[config.mk]
export PLATFORM = sky130hd
export DESIGN_NAME = alu_arbiter
export DESIGN_NICKNAME = d
export VERILOG_FILES = /design/src/rtl/alu_arbiter.sv
export SDC_FILE = /design/constraint.sdc
export NUM_CORES = 1
export LEC_CHECK = 0
export ABC_AREA = 1
export CAP_MARGIN = 20
export CORE_MARGIN = 3
export CORE_UTILIZATION = 52
export CTS_CLUSTER_DIAMETER = 100
export DETAILED_ROUTE_END_ITERATION = 12
export PLACE_DENSITY = 0.79
export SETUP_SLACK_MARGIN = 0.3
export SYNTH_ARGS = -nofsm -noshare
export SYNTH_HDL_FRONTEND = slang
export SYNTH_SLANG_ARGS = --single-unit
[constraint.sdc]
create_clock -name clk -period 1.85 [get_ports clk]
set_input_delay 0.37 -clock clk [delete_from_list [all_inputs] [get_ports clk]]
set_output_delay 0.37 -clock clk [all_outputs]
set_load 0.005 [all_outputs]
[src/rtl/alu_arbiter.sv]
// rtl/alu_arbiter.sv - two-requester round-robin front end sharing one multi-cycle ALU
// Ready is combinational from valid in IDLE; responses, result and grant are registered.
module alu_arbiter #(
    parameter int EXEC_CYCLES = 1
) (
    input  logic        clk,
    input  logic        reset,
    input  logic        req0_valid,
    output logic        req0_ready,
    input  logic [31:0] req0_A,
    input  logic [31:0] req0_B,
    input  logic [2:0]  req0_ALUop,
    input  logic [4:0]  req0_S,
    input  logic        req1_valid,
    output logic        req1_ready,
    input  logic [31:0] req1_A,
    input  logic [31:0] req1_B,
    input  logic [2:0]  req1_ALUop,
    input  logic [4:0]  req1_S,
    output logic        resp0_valid,
    input  logic        resp0_ready,
    output logic        resp1_valid,
    input  logic        resp1_ready,
    output logic [31:0] resp_C,
    output logic        busy,
    output logic        grant_id
);

    typedef enum logic [1:0] {
        IDLE,
        EXEC,
        RESP
    } state_t;

    state_t      state;
    logic [3:0]  cnt;
    logic        last_grant;
    logic [31:0] op_a;
    logic [31:0] op_b;
    logic [2:0]  op_code;
    logic [4:0]  op_s;

    logic        win;
    logic        accept;
    logic        consume;
    logic [31:0] alu_res;

    // On a tie the requester that did not win last time gets the slot.
    always_comb begin
        win = 1'b0;
        if (req0_valid && req1_valid) begin
            win = ~last_grant;
        end else begin
            win = req1_valid;
        end
    end

    assign accept     = (state == IDLE) && (req0_valid || req1_valid);
    assign req0_ready = reset && (state == IDLE) && req0_valid && !win;
    assign req1_ready = reset && (state == IDLE) && req1_valid && win;
    assign consume    = grant_id ? resp1_ready : resp0_ready;

    always_comb begin
        alu_res = 32'd0;
        case (op_code)
            3'b000: alu_res = op_a + op_b;
            3'b001: alu_res = op_a - op_b;
            3'b010: alu_res = op_a | op_b;
            3'b011: alu_res = {31'd0, op_a == op_b};
            3'b100: alu_res = op_a & op_b;
            3'b101: alu_res = {31'd0, !op_a[31] && (op_a != 32'd0) && ((op_a & (op_a - 32'd1)) == 32'd0)};
            3'b110: alu_res = 32'($signed(op_b) >>> op_s);
            default: alu_res = 32'd0;
        endcase
    end

    always_ff @(posedge clk or negedge reset) begin
        if (!reset) begin
            state       <= IDLE;
            cnt         <= 4'd0;
            last_grant  <= 1'b1;
            op_a        <= 32'd0;
            op_b        <= 32'd0;
            op_code     <= 3'd0;
            op_s        <= 5'd0;
            resp_C      <= 32'd0;
            grant_id    <= 1'b0;
            busy        <= 1'b0;
            resp0_valid <= 1'b0;
            resp1_valid <= 1'b0;
        end else begin
            case (state)
                IDLE: begin
                    if (accept) begin
                        op_a       <= win ? req1_A : req0_A;
                        op_b       <= win ? req1_B : req0_B;
                        op_code    <= win ? req1_ALUop : req0_ALUop;
                        op_s       <= win ? req1_S : req0_S;
                        grant_id   <= win;
                        last_grant <= win;
                        cnt        <= 4'(EXEC_CYCLES - 1);
                        busy       <= 1'b1;
                        state      <= EXEC;
                    end
                end
                EXEC: begin
                    if (cnt == 4'd0) begin
                        resp_C      <= alu_res;
                        resp0_valid <= !grant_id;
                        resp1_valid <= grant_id;
                        state       <= RESP;
                    end else begin
                        cnt <= cnt - 4'd1;
                    end
                end
                RESP: begin
                    if (consume) begin
                        resp0_valid <= 1'b0;
                        resp1_valid <= 1'b0;
                        busy        <= 1'b0;
                        state       <= IDLE;
                    end
                end
                default: begin
                    state <= IDLE;
                    busy  <= 1'b0;
                end
            endcase
        end
    end

endmodule

==> reports/metrics.csv, run 1 <==
metric;value;unit
outcome;aborted with a tool error;
stop_stage;global routing (5_1_grt);
firstError;[ERROR GRT-0232] Routing congestion too high. Check the congestion heatmap in the GUI.;
synth_adder_area_share;9.401;%
grt_max_degree;116;
synth_ff_type;dfrtp_1;
synthTopCellsByArea;dfrtp_1 21%, nand2_1 20%, nand3_1 9.9%;
pin_count;188;
synth_top_family_by_area;simple AND/OR/NAND/NOR gates;
ys_top_cells_by_count;716 x nand2_1, 289 x inv_1, 265 x nand3_1, 233 x nor2_1, 144 x o21ai_0;
synth_top_area_cell;dfrtp_1;
cts_buffers;17;
ys_ff_latch;115;
syn_nets;2535;
syn_area;13340;um^2
dp.cells;3105;
avgSynthCellArea;5.833;um^2
portBuffers;187;
grt_overflow;789;
muxShareOfSynthArea;0.07506;%
cts_buffer_depth;2;
num_rows;57;
synth_simple_gate_area_share;41.10;%
grt_usage;87.15;%
start_util;53.89;%
globalplace.congestion;1.133;
async_flop_share;100.0;%
cts_hold_buf;0;
crit_endpoint;resp_C[10]$_DFFE_PN0P_/D;
dieWidth;166.1;um
syn_inst;2286;
ys_seq_area_share;21.59;%
root_buffer;clkbuf_16;
worstEpCategory;register input;
synth_most_common_cell;nand2_1;
cts.htree.levels;4;
synth_compound_area_share;15.19;%
synth_top_cell_area_share;21.39;%
synth_edf_count;0;
die_h;166.1;um
synth_xor_area_share;0.2627;%
ys_types;47;
clock_sinks;115;
yosys_warnings;0;
hpwlAfterDp;51.68;mm
[metal layers]
layer  global-route usage [%]  GRT overflow
met5                    49.04             4
met4                    93.49           212
met3                    71.86            12
met2                    103.9           546
met1                    83.39            15
[through the flow]
stage	utilization, %	setup WS [ns]	hold slack [ns]	instance area, um^2
after CTS	87.80	-0.3691	0.1320	21730
after detailed placement	75.94	-0.5160	0.4653	18790
after global placement	75.94	-0.4552	0.4532	18790
after floorplan	-	-0.05115	0.07441	13800
[repair_timing]
| action | 4_1_cts |
|---|---|
| setup buffers | 46 |
| gates cloned | 11 |
| pin swaps | 138 |
| setup endpoints to repair | 147 |
| gates resized for setup | 532 |
[logic make-up after synthesis]
group                      count (synthesis)
and+or+nand+nor                         1305
buffers and inverters                    400
AOI/OAI and AO/OA                        362
DFF                                      115
adders and majority gates                 99
xor gates and xnor gates                   4
muxes                                      1
==> run 2: changes to the inputs <==
--- a/config.mk
+++ b/config.mk
@@ -8,11 +8,9 @@
 export ABC_AREA = 1
 export CAP_MARGIN = 20
 export CORE_MARGIN = 3
-export CORE_UTILIZATION = 52
-export CTS_CLUSTER_DIAMETER = 100
+export CORE_UTILIZATION = 40
 export DETAILED_ROUTE_END_ITERATION = 12
-export PLACE_DENSITY = 0.79
-export SETUP_SLACK_MARGIN = 0.3
+export PLACE_DENSITY_LB_ADDON = 0.15
 export SYNTH_ARGS = -nofsm -noshare
 export SYNTH_HDL_FRONTEND = slang
 export SYNTH_SLANG_ARGS = --single-unit
==> constraint.sdc (replaced) <==
create_clock -name clk -period 2.4 [get_ports clk]
set_input_delay 0.48 -clock clk [delete_from_list [all_inputs] [get_ports clk]]
set_output_delay 0.48 -clock clk [all_outputs]
set_load 0.005 [all_outputs]
==> run 2 against run 1 <==
The flow now finishes without violations; synthesized area stayed put; synthesized cell count did not move.
==> reports/metrics.csv, run 2 <==
metric;value;unit;change
outcome;finished, final reports clean;;
cp.arrival;2.66;ns;
finish.utilization;57.33;%;
report.final.setup_viol;0;;
hold_viol_final;0;;
async_flop_share;100.0;%;unchanged
post_drt_wl_per_cell;20.84;um;
avgSynthCellArea;5.833;um^2;unchanged
cts_tree;built;;
rsz0062_at_grt;true;;
grt_overflow;0;;
final_area;18750;um^2;
min-delay-path-class;primary input to async pin;;
pin_count;188;;unchanged
path_cells;inv_1 > ha_2 > o21ai_0 > a21oi_1 > buf_4 > nor2_1 > nor2_1 > nand3_1 > nand2_1 > nand3_1 > nand3_1 > nand2_1 > nand2_1;;
ys_seq_area_share;21.59;%;unchanged
grt_antenna_before_repair;1;;
skew;0.01604;ns;
ys_top_cells_by_count;716 x nand2_1, 289 x inv_1, 265 x nand3_1, 233 x nor2_1, 144 x o21ai_0;;
path_max_fanout;7;;
tightest_slew;0.7365;ns;
synth_edf_count;0;;unchanged
final_common_cell;nand2_1;;
p_per_area;1897;nW/um^2;
synth_top_area_cell;dfrtp_1;;
cts_buffers;17;;unchanged
clock_sinks;115;;unchanged
grt_usage;36.02;%;
cts_hold_buf;0;;unchanged
layout_common_cells;704 x nand2_1, 290 x buf_4, 279 x inv_1;;
clk_pin_slew;0.07;ns;
finalWirelength;65.58;mm;
pre_cts_slack;-0.07802;ns;+0.4379 ns
ant_nets;0;;
grt_pass1_vias;16290;;
peakVddDrop;735.7;uV;
synthTopCellsByArea;dfrtp_1 21%, nand2_1 20%, nand3_1 9.9%;;
cts.htree.levels;4;;unchanged
start_util;40.78;%;-13 points
ys_ff_latch;115;;unchanged
max_stage_delay;0.46;ns;
grt_pass1_wl;96.11;mm;
multi_input_area;9311;um^2;
syn_nets;2535;;unchanged
yosys_warnings;0;;unchanged
ys_types;47;;unchanged
worstPathRequired;2.75;ns;
crit_buf_inv;2;;
hpwlAfterDp;54.27;mm;+5.0%
timing.final.max_slew_violations;0;;
p_leak;0.009523;uW;
drv_cap;0;;
synth_ff_type;dfrtp_1;;
reg_top3;op_a: 32 flops, op_b: 32 flops, resp_C: 32 flops;;
period_share;96.45;%;
die_area;35560;um^2;
drive_gt1_share;17.63;%;
drt_iter0_drc;1751;;
portBuffers;187;;unchanged
grt_max_degree;116;;
cp-end-kind;flop;;
syn_area;13340;um^2;unchanged
placed_area;17640;um^2;-6.1%
clock_latency;0.45;ns;
core_area;32700;um^2;
synth_most_common_cell;nand2_1;;
relSlewSlack;50.90;%;
fillers;3357;;
vias;17260;;
criticalPathCategory;flop to flop;;
die_h;188.6;um;+14%
firstDrtPassIters;8;;
dieWidth;188.6;um;+14%
syn_to_final_growth;40.58;%;
num_rows;66;;+16%
synth_top_cell_area_share;21.39;%;unchanged
finalNetCount;2941;;
globalplace.congestion;1.040;;-8.3%
fin_ws;0.08526;ns;
period_needed;2.315;ns;
fmax;432.0;MHz;
cts_buffer_depth;2;;unchanged
syn_inst;2286;;unchanged
cpMaxStageDelayCell;o21ai_0;;
root_buffer;clkbuf_16;;
vias_per_cell;5.484;;
tns;0;ns;
diodes;0;;
ff_latch_area;2883;um^2;
start_kind;flop;;
critPathTopFamily;compound AO/OA/AOI/OAI gates;;
drcViolationCount;0;;
-- run 2: area by class of cell --
| class | instances | share of cell area, % |
|---|---|---|
| Tap cell | 442 | 2.950 |
| Sequential cell | 115 | 15.38 |
| Clock buffer | 19 | 2.309 |
| Timing Repair Buffer | 489 | 22.86 |
| Inverter | 298 | 5.980 |
| Multi-Input combinational cell | 1771 | 49.67 |
| Clock inverter | 13 | 0.8543 |
-- run 2: routing by layer --
metal  vias to the layer above  GRT usage, %  part of all wire [%]
li1                       8217             -                     -
met1                      8092         50.28                    43
met2                       826         54.53                    43
met3                       122         7.293                    10
met4                         0         14.41                   4.2
met5                         -             0                     0
-- run 2: power by group --
part / leakage, uW / switching, uW / internal (uW)
registers: 0.00142 / 707 / 2860
logic: 0.00781 / 17800 / 11500
clock network: 0.000287 / 1060 / 1630
-- run 2: worst paths after layout --
path / slack [ns] / start / to / cells past startpoint
max: 0.09 / op_b[19]$_DFFE_PN0P_ / resp_C[26]$_DFFE_PN0P_ / 13
min: 0.22 / reset / resp_C[14]$_DFFE_PN0P_ / 2
max reg2reg: 0.09 / op_b[19]$_DFFE_PN0P_ / resp_C[26]$_DFFE_PN0P_ / 13
min reg2reg: 0.48 / resp_C[23]$_DFFE_PN0P_ / resp_C[23]$_DFFE_PN0P_ / 2
max in group asynchronous: 1.63 / reset / op_b[1]$_DFFE_PN0P_ / 2
min in group clk: 0.48 / resp_C[23]$_DFFE_PN0P_ / resp_C[23]$_DFFE_PN0P_ / 2
-- run 2: repair_timing --
item | CTS | global route
setup buffers | 0 | 2
pin swaps | 0 | 7
resized for setup | 9 | 119
setup endpoints to repair | 6 | 29
-- run 2: stage by stage --
| step | total power [uW] | std cells | hold slack [ns] |
|---|---|---|---|
| after floorplan | 18280 | 2286 | 0.1844 |
| after global placement | 30510 | 3113 | 0.4554 |
| final | 35550 | 3147 | 0.2185 |
| after detailed placement | 30690 | 3113 | 0.4655 |
| after CTS | 33550 | 3145 | 0.2630 |
| after global routing | 38140 | 3147 | 0.2567 |
-- run 2: logic make-up (layout without fill, tap and decap cells) --
kind of cell	count (synthesis)	in the layout	synth area share [%]
compound gates	362	362	15.19
flops	115	115	21.59
mux	1	1	0.07506
buf+inv	400	819	12.39
xor+xnor	4	4	0.2627
simple gates	1305	1305	41.10
fa+ha+maj	99	99	9.401
(Power assumes the default switching activity.)
==> RTL change 1: new RTL, config.mk and constraints of run 2 <==
Re-encode `state_t` (3 states) as one-hot, 3 bits wide.
--- a/src/rtl/alu_arbiter.sv
+++ b/src/rtl/alu_arbiter.sv
@@ -26,10 +26,10 @@
     output logic        grant_id
 );
 
-    typedef enum logic [1:0] {
-        IDLE,
-        EXEC,
-        RESP
+    typedef enum logic [2:0] {
+        IDLE = 3'b001,
+        EXEC = 3'b010,
+        RESP = 3'b100
     } state_t;
 
     state_t      state;
Check against the original RTL: same outputs for any inputs over 4 cycles, from zero or initial values and one cycle with reset low; so few cycles prove little.
==> RTL change 1 against run 2 <==
Power rose by 1.5%; sequential cell count rose by 1; design area rose by 1.0%; largest cell class unchanged; synthesized area rose by 0.31%; clock power rose by 2%; maximum frequency rose by 0.30%; combinational power rose by 1%; synthesized cell count rose by 0.52%; wire length rose by 0.18%; final cell count rose by 0.76%; worst setup slack improved by 6.8 ps.
==> RTL change 1: results (changes against run 2) <==
Status
  • Status: completed (unchanged)

Logic synthesis
  • Post-synthesis mux area share: 0% (was 0.0751%)
  • Ys flop type: dfrtp_1 (unchanged)
  • Adder-cell share of the synthesized area: 9.37% (was 9.40%)
  • Register area share after synthesis: 21.7% (was 21.6%)
  • Synth top area cells: dfrtp_1 (21%), nand2_1 (20%), nand3_1 (9.6%), ha_1 (9.1%), inv_1 (7.9%) (was dfrtp_1 (21%), nand2_1 (20%), nand3_1 (9.9%), ha_1 (9.1%), inv_1 (8.1%))
  • Yosys Warn Count: 0 (unchanged)
  • Syn nets: 2547 (was 2535)
  • Compound-Gate Fraction of Synth Area: 16.1% (was 15.2%)
  • Post-synthesis cell type count: 43 (was 47)
  • Xor/xnor share of the synthesized area: 0.0655% (was 0.263%)
  • Top cells by count, synth: nand2_1 (715), inv_1 (283), nand3_1 (256), nor2_1 (236), o21ai_0 (158) (was nand2_1 (716), inv_1 (289), nand3_1 (265), nor2_1 (233), o21ai_0 (144))
  • Post-synthesis async set-or-reset flop share: 100% (unchanged)

CTS
  • Worst skew pair latency: 470 ps (was 450 ps)
  • Depth of the CTS H-tree: 4 (unchanged)
  • Clock Tree Buf Depth: 2 (unchanged)
  • Total CTS buffers: 17 (unchanged)
  • Clock transition at path regs: 70 ps (about the same)
  • Clock root buffer: clkbuf_16 (unchanged)
  • Hold-fix buffers, CTS: 0 (unchanged)

Placed design
  • Routability cong.: 1.04 (about the same)
  • Post-DP HPWL: 54.5 mm (was 54.3 mm)
  • DP Area: 17700 um^2 (was 17600 um^2)
  • PortBufs: 187 (unchanged)

Layout
  • Final nets: 2965 (was 2941)
  • Regs by FF count: op_a (32), op_b (32), resp_C (32) (unchanged)
  • Diodes inserted: 0 (unchanged)
  • # fillers: 3279 (was 3357)
  • Layout cell share with drive strength beyond 1: 18.9% (was 17.6%)

GRT
  • Vias in the first global route: 16100 (was 16300)
  • Total GRT Usage: 36.1% (was 36.0%)
  • First-pass GRT wire length: 96.4 mm (was 96.1 mm)
  • Largest net degree at the start of global routing: 81 (was 116)
  • Initial antenna violation count: 1 (unchanged)

Power
  • Peak supply drop: 0.845 mV (was 0.736 mV)
  • Switching Fraction: 55.1% (about the same)
  • Leak: 9.49 nW (was 9.52 nW)

Critical path
  • WP data arrival: 2700 ps (was 2660 ps)
  • Worst-path fanout max: 5 (was 7)
  • FF-to-FF setup slack: slightly above 90 ps

Route
  • Vias/cell: 5.45 (was 5.48)
  • WL per Instance: 20.7 um (was 20.8 um)
  • DR pass1 iterations: 6 (was 8)
  • DR iter-0 viols: 1879 (was 1751)

Timing
  • Slew @ Worst Pin: 637 ps (was 737 ps)
  • Skew final: 17.7 ps (was 16.0 ps)

Hold path
  • Hold WC Path Type: primary input to asynchronous set/reset pin (unchanged)
## RTL change 1: worst max-delay path: stages (launching register included)
cell and delay [ps]:
dfrtp_1 430, buf_4 150, buf_4 160, nor2_2 150, nand2_2 120, nor2_1 120, buf_4 150, nand3_1 100
nand2_1 110, nand4_1 90, nor2_1 220, nand3_2 190, nand2_2 140, nand2_1 60, nand2_1 60
## RTL change 1: worst paths after layout
path / from / to / cells past startpoint
worst min register to register: resp_C[23] / resp_C[23] / 2
max in group asynchronous: reset / resp_C[11] / 2
min in group clk: resp_C[23] / resp_C[23] / 2
worst max-delay path: op_a[0] / resp_C[0] / 14
worst min-delay path: reset / last_grant / 1
worst max register to register: op_a[0] / resp_C[0] / 14
## RTL change 1: cell families (layout without fill, tap and decap cells)
kind of cell / count (synthesis) / in the layout
AOI/OAI and AO/OA: 385 / 385
xor gates and xnor gates: 1 / 1
adders and majority gates: 99 / 99
buffers and inverters: 399 / 830
DFF: 116 / 116
and+or+nand+nor: 1298 / 1298
## RTL change 1: metal layers
metal  vias to the layer above  global-route usage, %  routed length [um]
met5                         -                      0                   0
met4                         0                   14.5                2900
met3                       129                   6.94                6050
met2                       876                   55.7               28400
met1                      7992                   49.7               28400
li1                       8293                      -                   -
## RTL change 1: per-stage QoR
stage / util (%) / power (mW) / cells / setup WS (ps) / hold WS [ps]
after CTS: 56.1 / 33.8 / 3169 / 3.35 / 83.5
final: 57.8 / 36.1 / 3171 / 92.1 / 97.2
after global placement: 54.1 / 30.7 / 3136 / -44.3 / 453
after detailed placement: 54.1 / 30.8 / 3136 / -71.6 / 457
after floorplan: - / 18.2 / 2298 / 366 / 184
after global routing: 57.8 / 38.7 / 3171 / -48.8 / 89.3
## RTL change 1: power by group through the flow
stage | sequential (mW) | combinational (mW) | clock [mW]
global placement | 3.63 | 27.0 | 0
global route | 3.79 | 32.1 | 2.83
detailed placement | 3.65 | 27.2 | 0
floorplan | 3.69 | 14.5 | 0
CTS | 3.64 | 27.4 | 2.76
finish | 3.70 | 29.7 | 2.74
## RTL change 1: area by class of cell
| cell class | count | area share (%) |
|---|---|---|
| Tap cell | 442 | 2.92 |
| Sequential cell | 116 | 15.4 |
| Multi-Input combinational cell | 1783 | 49.7 |
| Inverter | 298 | 5.93 |
| Clock buffer | 17 | 2.25 |
| Clock inverter | 15 | 0.892 |
| Timing Repair Buffer | 500 | 22.9 |
## RTL change 1: timing repair
item | 4_1_cts | 5_1_grt
buffers inserted | 1 | 2
gates resized for setup | 20 | 144
endpoints found under the setup margin | 13 | 30
pin swaps | 1 | 13
==> RTL change 2: new RTL, config.mk and constraints of run 2 <==
Without the edit above. Reset style: synchronous (`reset`), changed in one clocked block.
--- a/src/rtl/alu_arbiter.sv
+++ b/src/rtl/alu_arbiter.sv
@@ -74,7 +74,7 @@
         endcase
     end
 
-    always_ff @(posedge clk or negedge reset) begin
+    always_ff @(posedge clk) begin
         if (!reset) begin
             state       <= IDLE;
             cnt         <= 4'd0;
Formal check against the unedited RTL: differs if reset is asserted again (counterexample within 4 cycles, from zero or initial values and one cycle with reset low); with reset held inactive, the same outputs for 4 cycles.
==> RTL change 2 against run 2 <==
The run now ends with negative setup slack left; global-route usage rose by 1.5 points; synthesized area fell by 8.7%; wire length is 2.2% lower; sequential cell count unchanged; design area shrank 4.1%; final cell count shrank 7.1%; power is 2.9% lower; worst setup slack got worse by 100 ps; critical path type unchanged; highest routed layer unchanged.
==> RTL change 2: results (changes against run 2) <==
Route
  • Post-Route WL: 64.1 mm (was 65.6 mm)
  • DR iter-0 viols: 1966 (was 1751)

Critical path
  • Slowest-stage cell, CP: dfxtp_1 (was o21ai_0)
  • CP max stage delay: 320 ps (was 460 ps)
  • Worst-path fanout max: 3 (was 7)
  • WP data arrival: 2750 ps (was 2660 ps)

GRT
  • Initial antenna violation count: 3 (was 1)
  • Total GRT Usage: 37.5% (was 36.0%)
  • Largest net degree at the start of global routing: 73 (was 116)

Placed design
  • Post-Place Cells: 2884 (was 3113)

Layout
  • Data buffer area share: 25.4% (was 22.9%)
  • Layout cell share with drive strength beyond 1: 23.1% (was 17.6%)
  • Fraction of area in multi-input gates: 51.5% (was 49.7%)
  • # fillers: 2885 (was 3357)

Logic synthesis
  • Adder-cell share of the synthesized area: 10.3% (was 9.40%)
  • Compound-Gate Fraction of Synth Area: 21.7% (was 15.2%)
  • Syn nets: 2313 (was 2535)
  • Register area share after synthesis: 18.9% (was 21.6%)
  • Synth top area cells: dfxtp_1 (19%), nand2_1 (16%), ha_1 (10%), nor2_1 (9.8%), nand3_1 (8.3%) (was dfrtp_1 (21%), nand2_1 (20%), nand3_1 (9.9%), ha_1 (9.1%), inv_1 (8.1%))
  • Post-synthesis mux area share: 0.411% (was 0.0751%)

CTS
  • Post-CTS resize count: 34 (was 9)

Status
  • Failing checks: negative setup slack
  • Status: finished, violations left (was completed)

Timing
  • Final setup viols: 1 (was 0)
  • Post-route setup slack: -17.3 ps (was 85.3 ps)
## RTL change 2: where the power goes
| part | total [mW] | leakage (nW) | internal, mW | switching, mW |
|---|---|---|---|---|
| Combinational | 28.5 | 6.83 | 11.2 | 17.3 |
| Clock | 2.68 | 0.283 | 1.64 | 1.03 |
| Sequential | 3.32 | 0.947 | 2.71 | 0.611 |
| Total | 34.5 | 8.06 | 15.5 | 19.0 |
## RTL change 2: critical path, delay by kind of cell, from the launching register on
kind / cells / cell delay [ps]
DFF: 1 / 320
adders and majority gates: 1 / 190
and+or+nand+nor: 5 / 530
buffers and inverters: 4 / 550
AOI/OAI and AO/OA: 5 / 700
## RTL change 2: stage by stage
| stage | hold slack, ps | utilization [%] | cell area (um^2) | total power, mW |
|---|---|---|---|---|
| after global placement | 451 | 55.8 | 16600 | 28.6 |
| after floorplan | 442 | - | 12200 | 16.7 |
| after CTS | 467 | 58.1 | 17300 | 31.8 |
| after global routing | 488 | 60.3 | 18000 | 36.6 |
| after detailed placement | 457 | 55.8 | 16600 | 28.6 |
| final | 465 | 60.3 | 18000 | 34.5 |
## RTL change 2: worst max path at each step
stage | from | endpoint | slack [ps] | cells after the start
2_1_floorplan | op_a[0] | resp_C[20] | 220 | 17
3_3_place_gp | resp1_ready | op_b[6] | -260 | 9
3_5_place_dp | resp1_ready | op_b[6] | -240 | 9
4_1_cts | op_a[6] | resp_C[25] | 2 | 15
5_1_grt | op_b[7] | resp_C[30] | -90 | 17
6_report | op_b[9] | resp_C[15] | -20 | 15
## RTL change 2: layer usage
metal  vias up  wire (um)
met4         0       2730
met5         -          0
li1       7810          -
met1      7792      27100
met3       157       6840
met2       918      27400
